**src/rtl/fifo_stream_reader.sv**
```systemverilog
`default_nettype none
// ============================================================================
// Module   : fifo_stream_reader
// Purpose  : Read-side engine for a synchronous FIFO. It pops words from the
//            FIFO read port (fifoEmpty / rdEn / fifoData) and presents them on
//            a valid/ready stream. A 2-entry output buffer hides the FIFO's
//            one-cycle read latency. The FIFO is never read while empty, and
//            no word is dropped when the consumer applies backpressure.
//            In steady state the block moves one word per clock.
// Ports    :
//   clk        in   system clock, rising edge
//   rstN       in   synchronous active-low reset
//   enable     in   permits new FIFO reads
//   flush      in   single-cycle discard of buffered and in-flight data
//   fifoEmpty  in   FIFO empty flag
//   fifoData   in   FIFO dataOut, valid the cycle after an accepted read
//   rdEn       out  FIFO read enable (combinational)
//   outValid   out  outData holds a valid word
//   outReady   in   consumer accepts the word when outValid && outReady
//   outData    out  oldest buffered word
//   busy       out  engine is not idle
//   wordCount  out  words handed downstream, modulo 2^CNT_W
// Revision : 1.0 - initial release
// ============================================================================
module fifo_stream_reader #(
    parameter int WIDTH = 32,
    parameter int CNT_W = 16
) (
    input  logic             clk,
    input  logic             rstN,
    input  logic             enable,
    input  logic             flush,
    input  logic             fifoEmpty,
    input  logic [WIDTH-1:0] fifoData,
    output logic             rdEn,
    output logic             outValid,
    input  logic             outReady,
    output logic [WIDTH-1:0] outData,
    output logic             busy,
    output logic [CNT_W-1:0] wordCount
);

    typedef enum logic [1:0] {
        ST_IDLE = 2'd0,
        ST_RUN  = 2'd1,
        ST_STOP = 2'd2
    } state_t;

    state_t           state_q,    state_d;
    logic [1:0]       occ_q,      occ_d;
    logic             inflight_q, inflight_d;
    logic [WIDTH-1:0] head_q,     head_d;
    logic [WIDTH-1:0] tail_q,     tail_d;
    logic [CNT_W-1:0] count_q,    count_d;

    logic             w_pop;
    logic             w_capture;
    logic [2:0]       w_committed;

    assign w_pop     = (occ_q != 2'd0) && outReady;
    assign w_capture = inflight_q && !flush;

    // Slots already spoken for once this cycle's pop leaves: buffered words
    // plus the word still on its way from the FIFO. A new read is issued
    // only if a slot remains for its data, so the buffer can never overflow.
    assign w_committed = {1'b0, occ_q} + {2'b00, inflight_q} - {2'b00, w_pop};

    assign rdEn = rstN && enable && !flush && !fifoEmpty && (w_committed < 3'd2);

    assign inflight_d = rdEn;

    // ------------------------------------------------------------------
    // Output buffer and word counter
    // ------------------------------------------------------------------
    always_comb begin
        occ_d   = occ_q;
        head_d  = head_q;
        tail_d  = tail_q;
        count_d = count_q;

        // A pop in the flush cycle still reached the consumer, so it counts.
        if (w_pop) begin
            count_d = count_q + CNT_W'(1);
        end

        if (flush) begin
            occ_d = 2'd0;
        end else begin
            occ_d = occ_q + {1'b0, w_capture} - {1'b0, w_pop};
            if (w_pop && (occ_q == 2'd2)) begin
                // Shift the younger word to the head; new data fills the tail.
                head_d = tail_q;
                if (w_capture) begin
                    tail_d = fifoData;
                end
            end else if (w_pop) begin
                // Single word leaves; any arriving word becomes the head.
                if (w_capture) begin
                    head_d = fifoData;
                end
            end else if (w_capture) begin
                if (occ_q == 2'd0) begin
                    head_d = fifoData;
                end else begin
                    tail_d = fifoData;
                end
            end
        end
    end

    // ------------------------------------------------------------------
    // Control FSM: decisions use the post-update occupancy and in-flight
    // status so that the state always reflects what will be held after
    // this edge.
    // ------------------------------------------------------------------
    always_comb begin
        state_d = state_q;
        unique case (state_q)
            ST_IDLE: begin
                if (enable) begin
                    state_d = ST_RUN;
                end
            end
            ST_RUN: begin
                if (flush) begin
                    state_d = ST_RUN;
                end else if (!enable) begin
                    if ((occ_d != 2'd0) || inflight_d) begin
                        state_d = ST_STOP;
                    end else begin
                        state_d = ST_IDLE;
                    end
                end
            end
            ST_STOP: begin
                if (flush) begin
                    state_d = ST_IDLE;
                end else if (enable) begin
                    state_d = ST_RUN;
                end else if ((occ_d == 2'd0) && !inflight_d) begin
                    state_d = ST_IDLE;
                end
            end
            default: begin
                state_d = ST_IDLE;
            end
        endcase
    end

    always_ff @(posedge clk) begin
        if (!rstN) begin
            state_q    <= ST_IDLE;
            occ_q      <= 2'd0;
            inflight_q <= 1'b0;
            head_q     <= '0;
            tail_q     <= '0;
            count_q    <= '0;
        end else begin
            state_q    <= state_d;
            occ_q      <= occ_d;
            inflight_q <= inflight_d;
            head_q     <= head_d;
            tail_q     <= tail_d;
            count_q    <= count_d;
        end
    end

    assign outValid  = (occ_q != 2'd0);
    assign outData   = head_q;
    assign busy      = (state_q != ST_IDLE);
    assign wordCount = count_q;

endmodule
`default_nettype wire

```
**config.mk**
```make
export PLATFORM = sky130hd
export DESIGN_NAME = fifo_stream_reader
export DESIGN_NICKNAME = d
export VERILOG_FILES = /design/src/rtl/fifo_stream_reader.sv
export SDC_FILE = /design/constraint.sdc
export NUM_CORES = 1
export LEC_CHECK = 0
export ABC_AREA = 1
export ABC_CLOCK_PERIOD_IN_PS = 5400
export BUFFER_PORTS_ARGS = -buffer_cell sky130_fd_sc_hd__buf_2
export CORE_MARGIN = 1
export CORE_UTILIZATION = 43
export CTS_CLUSTER_SIZE = 20
export DETAILED_ROUTE_END_ITERATION = 12
export PLACE_DENSITY_LB_ADDON = 0.05
export RECOVER_POWER = 25
export SYNTH_ARGS = -nofsm -noshare
export SYNTH_HDL_FRONTEND = slang
export SYNTH_SLANG_ARGS = --single-unit
export TNS_END_PERCENT = 50
```
**constraint.sdc**
```tcl
create_clock -name clk -period 5.4 [get_ports clk]
set_input_delay 1.08 -clock clk [delete_from_list [all_inputs] [get_ports clk]]
set_output_delay 1.08 -clock clk [all_outputs]
set_load 0.05 [all_outputs]
```
# After elaboration in Yosys (flattened, before gate mapping)
# Cells that the tools add are included.
dict set report op_classes {
  add_sub_neg 5
  n_mul 0
  div_mod_pow 0
  n_lt_le_gt_ge 1
  n_eq_ne 8
  n_shift 0
  mux 18
  bitwise_logic 1
  n_reduce_logical 23
}
# op count
set ops {}
lappend ops {{2-to-1 mux 32 bit} 9}
lappend ops {{adder 16 x 1 -> 16 bit (second input constant)} 1}
lappend ops {{2-to-1 mux 2 bit} 8}
lappend ops {{logical AND 1 bit} 8}
lappend ops {{nonzero test 2 bit} 4}
lappend ops {{zero test 2 bit} 3}
lappend ops {{case mux 2 bit (3 select lines)} 1}
lappend ops {{AND reduction 3 bit} 2}
lappend ops {{equality test 2 bit (second input constant)} 2}
lappend ops {{inequality test 2 bit (second input constant)} 2}
lappend ops {{inequality test 4 bit (second input constant)} 1}
lappend ops {{AND reduction 4 bit} 1}
lappend ops {{adder 2 x 1 -> 3 bit} 1}
lappend ops {{zero test 1 bit} 3}
lappend ops {{< comparator 3 x 2 -> 1 bit (second input constant)} 1}
lappend ops {{inequality test 3 bit (second input constant)} 1}
lappend ops {{nonzero test 3 bit} 1}
lappend ops {{subtractor 3 x 1 -> 3 bit} 1}
lappend ops {{adder 2 x 1 -> 2 bit} 1}
lappend ops {{equality test 2 x 1 -> 1 bit (second input constant)} 1}
lappend ops {{inequality test 2 x 1 -> 1 bit (second input constant)} 1}
lappend ops {{subtractor 2 x 1 -> 2 bit} 1}
lappend ops {{logical OR 1 bit} 1}
lappend ops {{inverter 1 bit} 1}
dict set report totals {
  ff_bits 85
  latchBits 0
  mem_bits_rw 0
  mem_bits_ro 0
  inputBits 38
  output_inout_bits 51
  mem_count 0
}

# Longest topological paths before layout
# Gate-level depths: netlist of run 1.
dict set report logic_depth {
  ltp_word 11
  ltp_mapped 16
}

# Least setup slack after synthesis of run 1
# OpenSTA, ideal clock, no wires.
dict set report synth_timing {
  path_kind {input port to output port}
  from {input outReady}
  to {output rdEn}
  t_arrival_ns 2.442
  required_time_ns 4.320
  slack_ns 1.878
  cell_stages 8
  n_path_buf 0
  path_cell_list {nand2_8 -> nor2_1 -> o21ai_0 -> fa_1 -> nand2_1 -> nor2_1 -> nand2_1 -> inv_1}
}
dict set report synth_via {
  elab_chain_cells 4
}
# item line_no
set synth_lines {}
lappend synth_lines {{from (decl)} 37} ;# input logic outReady,
lappend synth_lines {{logical AND 1 bit} 60} ;# assign w_pop = (occ_q != 2'd0) && outReady;
lappend synth_lines {{subtractor 3 x 1 -> 3 bit} 66} ;# assign w_committed = {1'b0, occ_q} + {2'b00, inflight_q} - {2'b00, w_pop};
lappend synth_lines {{< comparator 3 x 2 -> 1 bit} 68} ;# assign rdEn = rstN && enable && !flush && !fifoEmpty && (w_committed < 3'd2);
lappend synth_lines {{logical AND 1 bit} 68}
lappend synth_lines {{to (decl)} 35} ;# output logic rdEn,
# No other way between the ends.

# Worst setup path in the final report of run 1
# Ends and elaborated chain as after synthesis.

==> metrics.yaml, run 1 <==
syn2layout_area_growth_pct: 14.9
post-cts-setup-buffer-count: 0
core_um2: 8380
die_w_um: 96.1
p_per_area_nw_per_um2: 276
via_per_inst: 4.78
cp.required_ns: 4.32
worstHoldStart: "tail_q[13]"
power.internal_w: 0.000896
yosys.cell_types.count: 36
ys_seq_elements: 85
p_seq_frac: 0.529
die-area_um2: 9230
synthAdderAreaFrac: 0.0151
final_common_cell: "o21ai_0"
wl_um: 8110
cts.htree.levels: 3
muxShareOfSynthArea: 0
dpl_worst_slack_ns: 1.56
critPathLaunchType: "input pin"
ys_warn_count: 0
setup_tns_ns: 0
drt_iter0_drc: 79
netSwitchingPower_w: 0.000310
overflow: 0
holdWs_ns: 0.450
criticalPathCategory: "in -> out"
hold_viol_final: 0
synth_area_um2: 3810
rr_worst_depth: 13
ir_drop_mv: 0.109
slew_headroom: 0.295
io_pins: 89
grt_setup_unrepaired: "false"
syn_nets: 568
clk_pin_slew_ns: 0.09
synth-simple-area-share: 0.227
fin_worst_skew_ns: 0.0111
clk_latency_ns: 0.34
grt_max_degree: 80
ys.flop_type: "dfxtp_1"
drive_gt1_frac: 0.163
dr.pass1.iters: 4
power_leakage_nw: 1.86
finalCriticalPeriod_ns: 4.02
grt_pass1_vias: 3062
antenna_found_initial: 1
crit_path_end_kind: "output pin"
drc: 0
syn_inst: 526
r2r-end: "state_q[0]"
clock_sinks: 85
setup_viol: 0
synth_edf_count: 0
ant_nets: 0
final_nets: 643
finalPower_w: 0.00121
hold_path.class: "reg -> reg"
synth_area_per_cell_um2: 7.24
status: "finished clean"
swShare: 0.257
synthArstFlopShare: 0
critPathMaxFanout: 10
slew_violations: 0
initial_utilization: 0.454
seq_area_frac_synth: 0.447
synth_top_family_by_area: "simple AND/OR/NAND/NOR gates"
r2r-start: "occ_q[1]"
cts.repair.resized: 0
cp.arrival_ns: 2.94
p_comb_frac: 0.083
yosys.area_share.xor_xnor: 0.00230
final_cell_mix: "94 x o21ai_0, 91 x nor2_1, 85 x dfxtp_1"
routabilityCongestion: 0.853
ff2ff_setup_slack_ns: 2.96
io_buffers: 88
cts_tree: "yes"
dieHeight_um: 96.1
grt_pass1_wl_um: 13500
diodes: 0
hold_path_depth: 2
synth_compound_area_frac: 0.202
fin_ws_ns: 1.38
finalCritPeriodShare: 0.745
tightest_slew_ns: 1.06
cts_root_buffer: "clkbuf_8"
cap_viol_max_count: 0
pwr-share-clk: 0.389
max_freq_mhz: 249
hold-path-endpoint: "tail_q[13]"
dp.final_hpwl_um: 5340
cts_buffer_depth: 2
cts_made_buffers: 9
row_count: 33
vias: 3397
wl_per_cell_um: 11.4
holdBufCountCts: 0
track_usage: 0.187
-- sequential cells by signal (all words and copies together) (netlist names) --
register    flops
tail_q         32
wordCount      16
state_q         2
inflight_q      1
occ_q           2
outData        32
-- layer usage --
layer	up-vias	routed length (um)	global-route usage
met5	-	0	0
met4	0	120	0.0721
met3	10	462	0.0427
met2	75	3560	0.315
met1	1482	3960	0.231
li1	1830	-	-
-- how the worst max path moves through the flow --
stage / cells past startpoint / to / from / slack [ns]
detailed placement: 10 / rdEn / outReady / 1.56
finish: 10 / rdEn / outReady / 1.38
global route: 10 / rdEn / outReady / 1.12
CTS: 10 / rdEn / outReady / 1.56
floorplan: 8 / rdEn / outReady / 1.88
global placement: 10 / rdEn / outReady / 1.61
-- power by group through the flow --
| stage | Combinational, W | Sequential (W) | Clock, W |
|---|---|---|---|
| after global placement | 0.000102 | 0.000652 | 0 |
| final | 0.0000997 | 0.000638 | 0.000469 |
| after CTS | 0.000103 | 0.000638 | 0.000487 |
| after floorplan | 0.0000491 | 0.000673 | 0 |
| after detailed placement | 0.000102 | 0.000652 | 0 |
| after global routing | 0.000113 | 0.000639 | 0.000516 |
-- kinds of logic (layout without fill, tap and decap cells) --
group,count (synthesis),after routing
adders and majority gates,4,4
and+or+nand+nor,192,192
buffers and inverters,93,173
DFF,85,85
AOI/OAI and AO/OA,151,151
xor gates and xnor gates,1,1
-- area by class of cell --
cell class / instances / area [um2]
multi-input combinational: 348 / 1650
tap: 105 / 131
clock inverter: 6 / 68.8
clock buffer: 10 / 138
timing repair buffer: 91 / 438
sequential: 85 / 1700
fill: 877 / 4010
inverter: 66 / 248
-- Yosys cell counts (2+ instances only) --
cell type   n  share of area
clkbuf_2    6         0.0079
inv_2       3         0.0030
inv_1      63          0.062
a21oi_1    42          0.055
nor2_2      2         0.0033
o21ai_0    94           0.12
clkbuf_1    9         0.0089
buf_1       4         0.0039
nand3_2     3         0.0079
nand2_1    70          0.069
dfxtp_1    85           0.45
nand3b_1    2         0.0039
nor3_1      4         0.0053
nor3b_1     2         0.0039
ha_1        3         0.0099
nor2_1     89          0.088
o21ai_1    11          0.014
nand3_1    11          0.014
buf_6       6          0.018
-- critical path, cell delays in order --
cell	delay, ns
clkbuf_1	0.18
nand2_1	0.24
nor2_1	0.23
o21ai_0	0.14
fa_1	0.50
nand2_1	0.05
nor2_1	0.12
nand2_1	0.09
inv_1	0.05
buf_2	0.25
-- through the flow --
step / instances / area [um2] / utilization
floorplan: 526 / 3810 / -
finish: 711 / 4370 / 0.522
detailed placement: 695 / 4240 / 0.506
global placement: 695 / 4240 / 0.506
global route: 711 / 4370 / 0.522
CTS: 711 / 4450 / 0.531
Note: power is estimated with default switching activity, not from simulation.
==> run 2, diff against run 1 <==
- ABC_CLOCK_PERIOD_IN_PS: 5400 -> 3800
- clock period: 5.4 -> 3.8 ns (I/O delays scaled with it)
==> run 2 against run 1 <==
  * Routed wire length increased by 1.6%
  * Clock skew down 0.0024 ns
  * Global-route usage shrank 0.17 points
  * Largest cell class unchanged
  * Combinational power increased by 45%
  * Critical path type is now reg -> out
  * Non-clock buffer count grew 1
  * Clock-buffer cell count stayed put
  * Largest power group unchanged
  * Worst hold slack improved by 0.00082 ns
  * Critical path depth is 1 higher
  * Sequential power is 42% higher
==> metrics.yaml, run 2 (same netlist as run 1, synthesis figures left out) <==
drc: 0  # unchanged
core_um2: 8380  # unchanged
crit_path_end_kind: "output pin"
setup_tns_ns: 0  # unchanged
path_delay_family: "simple AND/OR/NAND/NOR gates"
timing.critical_path.cells: "inv_2 > nand2_4 > nand2_8 > nor2_1 > o21ai_0 > fa_1 > nand2_1 > nor2_1 > nand2_1 > inv_1 > buf_2"
fin_worst_skew_ns: 0.00872  # -0.00240 ns
initial_utilization: 0.454  # unchanged
cp.required_ns: 3.04  # -1.28 ns
setup_viol: 0  # unchanged
finalPower_w: 0.00165  # +36%
register_area_um2: 1700  # unchanged
final_cell_mix: "94 x o21ai_0, 89 x nor2_1, 85 x dfxtp_1"
path_buf_inv: 3  # unchanged
dieHeight_um: 96.1  # unchanged
routabilityCongestion: 0.819  # -4.0%
cts_root_buffer: "clkbuf_8"
drt_iter0_drc: 97  # +23%
drive_gt1_frac: 0.170  # +0.00632
io_buffers: 88  # unchanged
ir_drop_mv: 0.170  # +57%
hold_viol_final: 0  # unchanged
finalCriticalPeriod_ns: 3.30
vias: 3460  # +1.9%
holdBufCountCts: 0  # unchanged
final_common_cell: "o21ai_0"
row_count: 33  # unchanged
cts.htree.levels: 3  # unchanged
ant_nets: 0  # unchanged
post-cts-setup-buffer-count: 0  # unchanged
io_pins: 89  # unchanged
critPathLaunchType: "register"
slowest_delay_ns: 0.49  # about the same
p_comb_frac: 0.088  # +0.005
max_freq_mhz: 303
criticalPathCategory: "reg -> out"
netSwitchingPower_w: 0.000439  # +42%
slew_headroom: 0.114  # -0.181
tightest_slew_ns: 1.33  # +0.273 ns
dr.pass1.iters: 4  # unchanged
cap_viol_max_count: 0  # unchanged
grt_pass1_wl_um: 13200  # -2.2%
power_leakage_nw: 1.89  # +1.6%
die-area_um2: 9230  # unchanged
clk_latency_ns: 0.35  # about the same
grt_pass1_vias: 2925  # -4.5%
die_w_um: 96.1  # unchanged
cpMaxStageDelayCell: "fa_1"
grt_setup_unrepaired: "false"
holdWs_ns: 0.450  # +0.000818 ns
cts_buffer_depth: 2  # unchanged
diodes: 0  # unchanged
antenna_found_initial: 0  # -1
wl_per_cell_um: 11.6  # +1.4%
slew_violations: 0  # unchanged
grt_max_degree: 79  # -1.3%
wl_um: 8240  # +1.6%
pwr-share-clk: 0.362  # -0.027
overflow: 0  # unchanged
track_usage: 0.185  # -0.00173
cts_made_buffers: 9  # unchanged
nFillCells: 880  # +0.34%
swShare: 0.267  # +0.00972
place_area_um2: 4250  # +0.18%
multi_input_area_um2: 1700  # +3.1%
power.internal_w: 0.00121  # +35%
cp.arrival_ns: 2.54  # -0.40 ns
fin_cells: 712  # +0.14%
final_nets: 644  # +0.16%
dp.final_hpwl_um: 5420  # +1.5%
p_seq_frac: 0.550  # +0.021
cts_tree: "yes"
dp.cells: 696  # +0.14%
final_cell_area_um2: 4410  # +0.77%
syn2layout_area_growth_pct: 15.7
p_per_area_nw_per_um2: 374  # +35%
clock_sinks: 85  # unchanged
cts.repair.resized: 0  # unchanged
critPathMaxFanout: 10  # unchanged
clk_pin_slew_ns: 0.08  # about the same
finalCritPeriodShare: 0.868
via_per_inst: 4.86  # +1.7%
status: "finished clean"
hold_path.class: "reg -> reg"
[run 2: worst register-to-register path: cells and delay by family (launching register included)]
kind | cells | cell delay (ns)
buffers and inverters | 1 | 0.11
adder cells (fa/ha/maj) | 1 | 0.49
AO/OA/AOI/OAI | 2 | 0.19
AND/OR/NAND/NOR | 9 | 0.91
flip-flops | 1 | 0.48
[run 2: cell type report]
| cell class | count | share of cell area |
|---|---|---|
| timing repair buffer | 92 | 0.100 |
| clock buffer | 10 | 0.0312 |
| tap | 105 | 0.0298 |
| inverter | 66 | 0.0562 |
| sequential | 85 | 0.386 |
| multi-input combinational | 348 | 0.385 |
| clock inverter | 6 | 0.0108 |
[run 2: stage by stage]
step	utilization	setup slack, ns
finish	0.526	0.501
detailed placement	0.507	0.629
floorplan	-	0.913
CTS	0.529	0.496
global placement	0.507	0.669
global route	0.526	0.323
[run 2: per-layer routing]
metal  part of all wire  global-route usage
met1               0.47               0.225
met3              0.060              0.0474
met2               0.46               0.307
met5                  0                   0
met4              0.016              0.0846
[run 2: path summary, 6_finish.rpt]
kind	depth (start not counted)	slack [ns]	from	endpoint
worst max-delay path	11	0.50	occ_q[1]	rdEn
worst min-delay path	2	0.45	tail_q[13]	tail_q[13]
worst max register to register	13	1.49	occ_q[1]	state_q[0]
worst min register to register	2	0.45	tail_q[13]	tail_q[13]
[run 2: power by group through the flow]
| stage | Combinational, W | Clock, W | Sequential [W] |
|---|---|---|---|
| final | 0.000145 | 0.000595 | 0.000906 |
| after global routing | 0.000162 | 0.000663 | 0.000908 |
| after CTS | 0.000147 | 0.000627 | 0.000906 |
| after detailed placement | 0.000146 | 0 | 0.000927 |
| after global placement | 0.000144 | 0 | 0.000926 |
| after floorplan | 0.0000698 | 0 | 0.000956 |
